===== config.mk =====
export PLATFORM = sky130hd
export DESIGN_NAME = bp_burst_to_wormhole
export DESIGN_NICKNAME = d
export VERILOG_FILES = /design/src/rtl/bp_burst_to_wormhole.sv
export SDC_FILE = /design/constraint.sdc
export NUM_CORES = 1
export LEC_CHECK = 0
export ABC_AREA = 1
export CAP_MARGIN = 10
export CORE_ASPECT_RATIO = 0.8
export CORE_MARGIN = 4
export CORE_UTILIZATION = 45
export CTS_BUF_LIST = sky130_fd_sc_hd__clkbuf_16
export DETAILED_ROUTE_END_ITERATION = 10
export HOLD_SLACK_MARGIN = 0.06
export PLACE_DENSITY_LB_ADDON = 0.05
export SYNTH_ARGS = -nofsm -noshare
export SYNTH_HDL_FRONTEND = slang
export SYNTH_SLANG_ARGS = --single-unit

===== constraint.sdc =====
create_clock -name clk_i -period 3.26 [get_ports clk_i]
set_input_delay 0.978 -clock clk_i [delete_from_list [all_inputs] [get_ports clk_i]]
set_output_delay 0.978 -clock clk_i [all_outputs]
set_load 0.005 [all_outputs]

===== src/rtl/bp_burst_to_wormhole.sv =====
// Converts a header + data-burst stream into a wormhole packet (header flits then data flits).
// Optional header bypass: define BP_BURST_TO_WORMHOLE_HDR_BYPASS_EN to emit flit 0 in the header handshake cycle.
module bp_burst_to_wormhole #(
  parameter int unsigned flit_width_p   = 32,
  parameter int unsigned cord_width_p   = 4,
  parameter int unsigned len_width_p    = 4,
  parameter int unsigned pr_hdr_width_p = 48
) (
  input  logic                      clk_i,
  input  logic                      reset_n_i,

  input  logic [pr_hdr_width_p-1:0] pr_hdr_i,
  input  logic [cord_width_p-1:0]   dst_cord_i,
  input  logic [len_width_p-1:0]    data_flits_i,
  input  logic                      hdr_v_i,
  output logic                      hdr_ready_and_o,

  input  logic [flit_width_p-1:0]   data_i,
  input  logic                      data_v_i,
  output logic                      data_ready_and_o,

  output logic [flit_width_p-1:0]   link_data_o,
  output logic                      link_v_o,
  input  logic                      link_ready_and_i
);

  localparam int unsigned hdr_width_lp  = cord_width_p + len_width_p + pr_hdr_width_p;
  localparam int unsigned hdr_len_lp    = (hdr_width_lp + flit_width_p - 1) / flit_width_p;
  localparam int unsigned img_width_lp  = hdr_len_lp * flit_width_p;
  localparam int unsigned hcnt_width_lp = $clog2(hdr_len_lp + 1);
  localparam int unsigned idx_width_lp  = (hdr_len_lp > 1) ? $clog2(hdr_len_lp) : 1;

  localparam logic [1:0] e_ready = 2'd0;
  localparam logic [1:0] e_hdr   = 2'd1;
  localparam logic [1:0] e_data  = 2'd2;

  logic [1:0]                                state_r, state_n;
  logic [hdr_len_lp-1:0][flit_width_p-1:0]   img_r, img_n, img_c;
  logic [hcnt_width_lp-1:0]                  hcnt_r, hcnt_n;
  logic [len_width_p-1:0]                    dcnt_r, dcnt_n;
  logic [len_width_p-1:0]                    len_c;
  logic [idx_width_lp-1:0]                   hdr_idx;
  // Low during reset and for the first cycle after release; gates all handshakes.
  logic                                      live_r;

  // Header image: {pr_hdr, len, cord}, cord at the LSBs, zero-padded to whole flits.
  always_comb begin
    len_c   = len_width_p'(hdr_len_lp + 32'(data_flits_i) - 32'd1);
    img_c   = img_width_lp'({pr_hdr_i, len_c, dst_cord_i});
    hdr_idx = idx_width_lp'(hcnt_width_lp'(hdr_len_lp) - hcnt_r);
  end

  always_ff @(posedge clk_i or negedge reset_n_i) begin
    if (!reset_n_i) begin
      state_r <= e_ready;
      img_r   <= '0;
      hcnt_r  <= '0;
      dcnt_r  <= '0;
      live_r  <= 1'b0;
    end else begin
      state_r <= state_n;
      img_r   <= img_n;
      hcnt_r  <= hcnt_n;
      dcnt_r  <= dcnt_n;
      live_r  <= 1'b1;
    end
  end

  // Next-state, counter updates and handshake outputs.
  always_comb begin
    state_n          = state_r;
    img_n            = img_r;
    hcnt_n           = hcnt_r;
    dcnt_n           = dcnt_r;
    hdr_ready_and_o  = 1'b0;
    data_ready_and_o = 1'b0;
    link_v_o         = 1'b0;
    link_data_o      = img_r[hdr_idx];

    case (state_r)
      e_ready: begin
        hdr_ready_and_o = live_r;
`ifdef BP_BURST_TO_WORMHOLE_HDR_BYPASS_EN
        link_v_o    = live_r & hdr_v_i;
        link_data_o = img_c[0];
`endif
        if (live_r && hdr_v_i) begin
          img_n   = img_c;
          dcnt_n  = data_flits_i;
          hcnt_n  = hcnt_width_lp'(hdr_len_lp);
          state_n = e_hdr;
`ifdef BP_BURST_TO_WORMHOLE_HDR_BYPASS_EN
          // Flit 0 already went out this cycle; otherwise it is replayed from the register.
          if (link_ready_and_i) begin
            hcnt_n = hcnt_width_lp'(hdr_len_lp - 1);
            if (hdr_len_lp == 1) begin
              state_n = (data_flits_i != '0) ? e_data : e_ready;
            end
          end
`endif
        end
      end

      e_hdr: begin
        link_v_o    = 1'b1;
        link_data_o = img_r[hdr_idx];
        if (link_ready_and_i) begin
          hcnt_n = hcnt_r - hcnt_width_lp'(1);
          if (hcnt_r == hcnt_width_lp'(1)) begin
            state_n = (dcnt_r != '0) ? e_data : e_ready;
          end
        end
      end

      e_data: begin
        link_v_o         = data_v_i;
        link_data_o      = data_i;
        data_ready_and_o = link_ready_and_i;
        if (data_v_i && link_ready_and_i) begin
          dcnt_n = dcnt_r - len_width_p'(1);
          if (dcnt_r == len_width_p'(1)) begin
            state_n = e_ready;
          end
        end
      end

      default: begin
        state_n = e_ready;
      end
    endcase
  end

endmodule


==> key figures, run 1 <==
Status
  – Status: complete, no violations

Min path
  – Worst Hold Path Cells: 2
  – Worst Hold End: img_r[11]
  – HP Start: img_r[11]
  – Hold Crit Class: flip-flop to flip-flop

Clock network
  – H-tree levels: 3
  – TritonCTS clock tree: done
  – Cts bufs inserted: 9
  – Hold buffers post-CTS: 0
  – Bufs on Longest Clock Path: 2
  – Root Driver: clkbuf_16
  – Clk slew on worst S/H paths: 0.05 ns
  – # clock sinks: 65
  – Later-pin clock latency in the skew report: 0.32 ns

Power
  – P_leak: 2.48 nW
  – Total power: 0.00448 W
  – Pwr Density: approximately 890 mW/mm^2
  – Peak VDD IR: 0.000526 V

Timing
  – Fin Hold WS: roughly 0.48 ns
  – Final Setup Violations: 0
  – TNS Setup: 0 ns
  – Crit path time final: 3.19 ns
  – Slew HR: 0.477
  – Worst-margin pin slew: approximately 0.78 ns
  – Final WS setup: 0.0679 ns
  – Final hold violation count: 0
  – RSZ-0062 raised after global routing: false
  – Layout Skew: 0.00382 ns
  – Achievable Freq: 313 MHz
  – Period utilization: 0.979
  – Max-slew violation count: 0

Critical path
  – WP data required: 2.28 ns
  – Worst Setup Start Kind: input port
  – Crit Path Max Fanout: 2
  – R2r setup slk: approximately 1.3 ns
  – RR Startpoint: state_r[0]
  – R2r endpoint: img_r[36]
  – CP Capture Type: output port
  – Worst EP arrival: 2.21 ns
  – Reg2Reg Depth: 9
  – WS Path Type: input port to output port

Final layout
  – Commonest non-fill, non-tap cell in the layout: nand2_1
  – Filler cells: 577
  – Number of inserted diodes: 0
  – Share of cells above drive strength 1: 0.0544
  – Most frequent cells in the layout: nand2_1, clkdlybuf4s50_1, dfrtp_1
  – Multi-input gate area: between 0.0015 and 0.002 sq mm
  – Post-layout nets: 685
  – Storage element area: 0.00163 sq mm
  – Area grow syn2layout: 49.0%

Logic synthesis
  – Syn Inst Count: 461
  – Yosys top cell area share: 0.483
  – Most area-consuming cells after synthesis: dfrtp_1, nand2_1, a21oi_1
  – Post-synthesis net count: 562
  – Mapped Area: approximately 0.0034 sq mm
  – Sequential-to-total area share from yosys stat: 0.483
  – Largest area contributor in the netlist: dfrtp_1
  – Avg Cell Area, Syn: 7.30 sq um
  – Netlist cell types: 24
  – Synth Register Bits: 65
  – Synthesis Warnings: 0

Floorplanning
  – I/O Pins: 128
  – Die span in x: 105 um
  – Row count: 27
  – Die area: 0.00894 sq mm
  – Initial cell density of the core: 0.477
  – Die Y: 85.4 um
  – Core ar.: around 0.0071 sq mm

Route
  – Drt wl/cell: 14.4 um
  – Vias: approximately 3400
  – Drt drc: 0
  – Post-DRT Antenna Nets: 0
  – Post-DR vias/cell: about 5
  – Iter 0 DRT Violations: 145
  – Final WL: 9710 um
  – Drt pass-1 iters: 5

Place
  – Placed wire-length estimate: 6610 um
  – Worst slack at placement: 0.0838 ns
  – Placer Congestion: 0.835
  – IO buf count: 127

Global routing
  – Vias in the first global route: 3319
  – Largest net degree at the start of global routing: 34
  – Initial antenna violation count: 0
  – First-pass GRT wire length: 16300 um
  – Total global routing track utilization: 0.224
  – Gr ovfl total: 0

Job
  – Max Cap Viol: 0
==> cells by family after synthesis <==
| group | share of synthesized area |
|---|---|
| simple gates | 0.327 |
| compound gates | 0.0937 |
| flops | 0.483 |
| buf+inv | 0.0599 |
| fa+ha+maj | 0.0297 |
| xor+xnor | 0.00521 |
| other cells | 0.00111 |
==> registers in the layout, indices dropped and copies added, names as in the netlist <==
name	cells
live_r	1
img_r	56
state_r	2
hcnt_r	2
dcnt_r	4
==> repair_timing <==
item,CTS,global route
gates cloned,0,0
buffers inserted,0,0
pin swaps,0,1
endpoints found under the setup margin,2,12
gates resized for setup,1,5
==> where the power goes <==
part / switching, W / total (W) / internal, W
Clock: 0.000331 / 0.000907 / 0.000576
Combinational: 0.00104 / 0.00216 / 0.00112
Sequential: 0.000221 / 0.00141 / 0.00119
Total: 0.00159 / 0.00448 / 0.00288
==> cell type report <==
type                    count  area share
flip-flops and latches     65       0.324
multi-input cells         356       0.310
repair buffers            137       0.277
clock buffers               9      0.0449
well taps                  87      0.0217
inverters                  15      0.0117
clock inverters             6      0.0102
==> how the worst max path moves through the flow <==
stage                     from              end  cells past startpoint
floorplan             data_v_i         link_v_o                      2
global placement      data_v_i         link_v_o                      4
detailed placement    data_v_i         link_v_o                      4
CTS                 state_r[0]  link_data_o[17]                      7
global route          data_v_i         link_v_o                      4
finish                data_v_i         link_v_o                      4
==> worst max-delay path, cell delays in order <==
cell and delay (ns):
clkdlybuf4s50_1 0.48, nand2_1 0.05, a21boi_0 0.17, clkdlybuf4s50_1 0.53
==> cells in the mapped netlist <==
cell and count:
o21ai_1 1, nand2_4 1, xor2_1 1, buf_6 2, nand3_1 13, a21boi_0 1
inv_2 4, xnor2_1 1, o211ai_1 1, clkbuf_1 4, inv_1 11, ha_1 8
nand4_1 1, buf_4 5, or2_2 1, nand2_1 236, nand3_2 1, dfrtp_1 65
nand3b_1 1, o21ai_0 8, nor2_1 29, a21oi_1 51, buf_2 14, conb_1 1
==> metal layers <==
metal | track usage | share of wire
met4 | 0.0489 | 0.0074
met2 | 0.349 | 0.45
met5 | 0 | 0
met1 | 0.304 | 0.45
met3 | 0.0798 | 0.089
==> stage by stage <==
step | utilization | cell area, sq um | std cells
detailed placement | 0.667 | 4710 | 660
global route | 0.710 | 5010 | 675
finish | 0.710 | 5010 | 675
CTS | 0.708 | 5000 | 675
floorplan | - | 3370 | 461
global placement | 0.667 | 4710 | 660
Note: power is estimated with default switching activity, not from simulation.
==> inputs of run 2 (changes only) <==
Settings changed: CTS_CLUSTER_SIZE set to 24, TNS_END_PERCENT set to 100.
==> results of run 2 <==
Final layout, timing and power as in run 1 (identical DEF).
